<file path="config.mk">
export PLATFORM = sky130hd
export DESIGN_NAME = ex_stage
export DESIGN_NICKNAME = d
export VERILOG_FILES = /design/src/rtl/ex_stage.sv
export SDC_FILE = /design/constraint.sdc
export NUM_CORES = 1
export LEC_CHECK = 0
export CAP_MARGIN = 30
export CORE_MARGIN = 2
export CORE_UTILIZATION = 42
export CTS_BUF_LIST = sky130_fd_sc_hd__clkbuf_16
export CTS_CLUSTER_SIZE = 40
export DETAILED_ROUTE_END_ITERATION = 7
export PLACE_DENSITY_LB_ADDON = 0.12
export RECOVER_POWER = 100
export SLEW_MARGIN = 10
export SYNTH_ARGS = -nofsm -noshare
export SYNTH_HDL_FRONTEND = slang
export SYNTH_SLANG_ARGS = --single-unit
</file>
<file path="constraint.sdc">
create_clock -name clk -period 7.9 [get_ports clk]
set_input_delay 1.185 -clock clk [delete_from_list [all_inputs] [get_ports clk]]
set_output_delay 1.185 -clock clk [all_outputs]
set_load 0.01 [all_outputs]
</file>
<file path="src/rtl/ex_stage.sv">
// Execute stage: operand forwarding, single-cycle ALU, and an iterative 32-step
// mul/div unit that stalls the front end while a long op is in flight.
module ex_stage #(
  parameter int unsigned XLEN        = 32,
  parameter bit          LONG_OPS_EN = 1'b1
) (
  input  logic            clk,
  input  logic            rst,
  input  logic [4:0]      rs1,
  input  logic [4:0]      rs2,
  input  logic [4:0]      rd,
  input  logic [XLEN-1:0] rs1_v,
  input  logic [XLEN-1:0] rs2_v,
  input  logic [3:0]      msg,
  input  logic [4:0]      ctl,
  input  logic [XLEN-1:0] pc,
  input  logic [4:0]      exm_rd,
  input  logic [XLEN-1:0] exm_v,
  input  logic            exm_we,
  input  logic [4:0]      mwb_rd,
  input  logic [XLEN-1:0] mwb_v,
  input  logic            mwb_we,
  output logic [XLEN-1:0] alu_result,
  output logic [XLEN-1:0] store_data,
  output logic [4:0]      rd_out,
  output logic            we_out,
  output logic            mr_out,
  output logic            mw_out,
  output logic            valid_out,
  output logic            stall
);

  localparam int unsigned CNT_W = $clog2(XLEN);
  localparam int unsigned ACC_W = 2 * XLEN;
  localparam int unsigned SUM_W = XLEN + 1;

  typedef enum logic [1:0] {S_IDLE, S_BUSY, S_DONE} state_t;

  state_t            state, state_nx;
  logic [CNT_W-1:0]  cnt;
  logic [ACC_W-1:0]  acc, acc_step;
  logic [XLEN-1:0]   op_a, op_b_q;
  logic              op_div, op_hi;

  logic [XLEN-1:0]   a_fwd, b_fwd, b_opnd, alu_c, long_res;
  logic [SUM_W-1:0]  mul_sum, div_rem, div_diff;
  logic              is_long, start;

  // Forwarding: EX/MEM has priority over MEM/WB; x0 never forwards
  always_comb begin
    a_fwd = rs1_v;
    if (rs1 != 5'd0 && exm_we && exm_rd == rs1)      a_fwd = exm_v;
    else if (rs1 != 5'd0 && mwb_we && mwb_rd == rs1) a_fwd = mwb_v;
    b_fwd = rs2_v;
    if (rs2 != 5'd0 && exm_we && exm_rd == rs2)      b_fwd = exm_v;
    else if (rs2 != 5'd0 && mwb_we && mwb_rd == rs2) b_fwd = mwb_v;
  end

  assign b_opnd  = ctl[4] ? rs2_v : b_fwd;
  assign is_long = (msg >= 4'd10) && (msg <= 4'd13);
  assign start   = LONG_OPS_EN && ctl[0] && is_long && (state == S_IDLE);

  // Single-cycle ALU; long-op codes fall to zero here
  always_comb begin
    alu_c = '0;
    unique case (msg)
      4'd0:    alu_c = a_fwd + b_opnd;
      4'd1:    alu_c = a_fwd - b_opnd;
      4'd2:    alu_c = a_fwd << b_opnd[4:0];
      4'd3:    alu_c = XLEN'($signed(a_fwd) < $signed(b_opnd));
      4'd4:    alu_c = XLEN'(a_fwd < b_opnd);
      4'd5:    alu_c = a_fwd ^ b_opnd;
      4'd6:    alu_c = a_fwd >> b_opnd[4:0];
      4'd7:    alu_c = XLEN'($signed(a_fwd) >>> b_opnd[4:0]);
      4'd8:    alu_c = a_fwd | b_opnd;
      4'd9:    alu_c = a_fwd & b_opnd;
      4'd14:   alu_c = b_opnd;
      4'd15:   alu_c = pc + b_opnd;
      default: alu_c = '0;
    endcase
  end

  // One shift-add (mul) or restoring-subtract (div) step on {hi, lo}
  always_comb begin
    mul_sum  = {1'b0, acc[ACC_W-1:XLEN]} + (acc[0] ? {1'b0, op_a} : SUM_W'(0));
    div_rem  = acc[ACC_W-1:XLEN-1];
    div_diff = div_rem - {1'b0, op_b_q};
    if (!op_div)              acc_step = {mul_sum, acc[XLEN-1:1]};
    else if (!div_diff[XLEN]) acc_step = {div_diff[XLEN-1:0], acc[XLEN-2:0], 1'b1};
    else                      acc_step = {div_rem[XLEN-1:0], acc[XLEN-2:0], 1'b0};
  end

  assign long_res = op_hi ? acc[ACC_W-1:XLEN] : acc[XLEN-1:0];

  // Long-op operand latches and accumulator
  always_ff @(posedge clk or negedge rst) begin
    if (!rst) begin
      cnt    <= '0;
      acc    <= '0;
      op_a   <= '0;
      op_b_q <= '0;
      op_div <= 1'b0;
      op_hi  <= 1'b0;
    end else if (start) begin
      cnt    <= '0;
      op_a   <= a_fwd;
      op_b_q <= b_opnd;
      op_div <= msg[2];
      op_hi  <= msg[0];
      acc    <= {XLEN'(0), (msg[2] ? a_fwd : b_opnd)};
    end else if (state == S_BUSY) begin
      cnt <= cnt + CNT_W'(1);
      acc <= acc_step;
    end
  end

  always_ff @(posedge clk or negedge rst) begin
    if (!rst) state <= S_IDLE;
    else      state <= state_nx;
  end

  always_comb begin
    state_nx = state;
    unique case (state)
      S_IDLE:  if (start) state_nx = S_BUSY;
      S_BUSY:  if (cnt == CNT_W'(XLEN - 1)) state_nx = S_DONE;
      S_DONE:  state_nx = S_IDLE;
      default: state_nx = S_IDLE;
    endcase
  end

  // Outputs; held quiet while reset is asserted even if ID/EX still carries an op
  always_comb begin
    stall      = 1'b0;
    valid_out  = ctl[0];
    alu_result = alu_c;
    unique case (state)
      S_IDLE: if (start) begin
        stall     = 1'b1;
        valid_out = 1'b0;
      end
      S_BUSY: begin
        stall     = 1'b1;
        valid_out = 1'b0;
      end
      S_DONE: begin
        valid_out  = 1'b1;
        alu_result = long_res;
      end
      default: ;
    endcase
    if (!rst) begin
      stall     = 1'b0;
      valid_out = 1'b0;
    end
  end

  assign store_data = b_fwd;
  assign rd_out     = rd;
  assign we_out     = ctl[1] & valid_out;
  assign mr_out     = ctl[2] & valid_out;
  assign mw_out     = ctl[3] & valid_out;

endmodule

</file>
==> results.cfg <==
[synth]
ys.warnings.count = 0
ys_types = 95
yosys.area.top_type = dfrtp_1
synthArstFlopShare_pct = 100
synth_most_common_cell = nand2_1
ys.flop_type = dfrtp_1
yosys_register_bits = 137
syn_area_per_cell_um2 = 7.26
syn_area_um2 = 22300
synth_edf_count = 0
syn-instance-count = 3073
synth_seq_area_share_pct = 15.4
synth_nets = 3469
synth.area.top_cells = dfrtp_1, ha_1, mux2i_1, o21ai_0, nand2_1
yosysTopAreaCellShare_pct = 15.4
synthTopCellsByCount = nand2_1, o21ai_0, nor2_1

[power_and_ir_drop]
peakVddDrop_uv = 535
p_leak_nw = 13.4
total_power_w = 0.00742
p_per_area_nw_per_um2 = 251

[clocking]
clkTransAtPathRegs_ps = 60
hold_buffers = 0
cts_tree = built
cts_buffer_depth = 2
numCtsBuffers = 17
clock-sinks = 137
cts_root_buf = clkbuf_16
worstSkewPairLatency_ps = 440
htreeDepth = 4

[global_routing]
grt_max_degree = 97
grt_pass1_wl_um = 173000
grt_pass1_vias = 26401
grt_remaining_overflow = 0
track_usage_pct = 42.6
antenna_found_initial = 2

[worst_setup_path]
path_common_cell = buf_4
cp_data_arrival_time_ps = 6610
crit_path_start_kind = primary input
slowest_stage = or4_4
worstPathCellList = clkdlybuf4s50_1 > or4_4 > buf_4 > o211ai_4 > or2_4 > buf_4 > a31oi_1 > buf_4 > o22ai_4 > ha_1 > buf_4 > nor2b_2 > o31a_1 > a41o_1 > o21a_1 > o21ai_1 > o21bai_1 > a21o_1 > a2111oi_2 > o21ai_1 > a31oi_1 > buf_4 > clkdlybuf4s50_1
cp_max_fo = 7
required_ps = 6710
end_kind = output pin
crit_type = primary input to output pin
slowest_delay_ps = 550

[status]
outcome = finished, violations left
violations = capacitance limit, slew limit

[timing]
hold_violations = 0
period_minus_slack_ps = 7790
worstMarginPinSlew_ps = 3790
max_clock_freq_mhz = 128
relSlewSlack_pct = -153
fin_crit_sh_pct = 98.7
clock_skew_ps = 11.0
setup_violations = 0
setup_ws_ps = 106
maxSlewViolCount = 144
rsz0062_at_grt = true
whs_ps = 475

[routing]
dr_total_vias = 27960
first_pass_iters = 6
drt_wl_total_um = 121000
drtIter0Drc = 3481
drc_errors = 0
wl_per_cell_um = 27.8
ant_nets = 0
vias_per_cell = 6.46

[layout]
final_area_um2 = 29600
finalNonFillerCells = 4329
drive_above_1_share_pct = 18.6
finalNetCount = 4022
area_delta_synth_final_pct = 32.8

[place]
post-place-ws_ps = -706
hpwl_um = 98100
dp_cells = 4280
place_area_um2 = 28500
io_buffer_count = 261
gp_congestion = 1.12

[floorplan]
die_area_um2 = 55000
die_y_um = 235
core-area_um2 = 52600
initial_core_util_pct = 42.5
rows = 84
dieWidth_um = 235
io_pins = 272

[job]
maxCapViolCount = 3

[hold_path]
hp-class = register to register
==> power by group <==
| group | switching [W] | internal (W) | total [W] |
|---|---|---|---|
| sequential | 0.000341 | 0.00102 | 0.00136 |
| clock | 0.000321 | 0.000529 | 0.000850 |
| combinational | 0.00303 | 0.00218 | 0.00521 |
| total | 0.00369 | 0.00373 | 0.00742 |
==> cells by family (layout without fill, tap and decap cells) <==
logic type	count (synthesis)	after routing	share of synthesized area, %
compound gates	1093	1093	31.3
xor+xnor	127	127	4.98
buf+inv	346	911	6.35
flops	137	137	15.4
fa+ha+maj	198	198	11.2
simple gates	902	902	18.1
mux	270	270	12.6
other cells	0	3	0
==> routing by layer <==
layer | GRT usage (%) | part of all wire, % | vias to the layer above
met5 | 0 | 0.044 | -
met4 | 24.6 | 7.0 | 2
met3 | 9.02 | 11 | 395
met2 | 65.0 | 42 | 1746
met1 | 55.5 | 40 | 13434
li1 | - | - | 12383
==> stage by stage <==
step	setup TNS [ps]	util [%]
detailed placement	-4400	54.3
CTS	-0.675	55.7
global placement	-3550	54.3
finish	0	56.4
global route	-77.6	56.4
floorplan	0	-
==> sequential cells by signal, summed over array words and instances (netlist names) <==
register,cells
acc,64
op_hi,1
op_div,1
op_a,32
cnt,5
op_b_q,32
state,2
==> area by class of cell <==
class | count | area (um2)
Clock inverter | 14 | 198
Antenna cell | 3 | 7.51
Inverter | 142 | 536
Sequential cell | 137 | 3430
Fill cell | 4947 | 22900
Clock buffer | 17 | 425
Tap cell | 688 | 861
Timing Repair Buffer | 738 | 6280
Multi-Input combinational cell | 2590 | 17900
==> path summary, 6_finish.rpt <==
path,slack (ps),depth (start not counted),endpoint,from
worst max-delay path,110,23,alu_result[20],rs2[4]
max in group asynchronous,1230,3,op_b_q[6],rst
worst max register to register,2390,16,acc[62],acc[31]
worst min register to register,480,2,op_a[29],op_a[29]
min in group asynchronous,2050,1,acc[62],rst
worst min-delay path,480,2,op_a[29],op_a[29]
==> layout by cell type (no fill, tap or decap), types with 60 or more instances in the layout <==
cell	count
clkdlybuf4s50_1	243
buf_4	466
dfrtp_1	135
nand2_1	359
nor3_1	60
a21oi_1	220
o21ai_0	335
xnor2_1	82
inv_1	136
ha_1	191
mux2i_1	221
nor2_1	236
==> repair_timing <==
action,4_1_cts,5_1_grt
pin swaps,11,35
setup endpoints to repair,20,23
setup buffers,1,12
gates resized for setup,50,70
==> worst max-delay path, delay by kind of cell <==
kind            cells  cell delay [ps]
buf+inv             7             1730
compound gates     12             2510
simple gates        3              880
fa+ha+maj           1              300
Power figures use the tool's default switching activity.
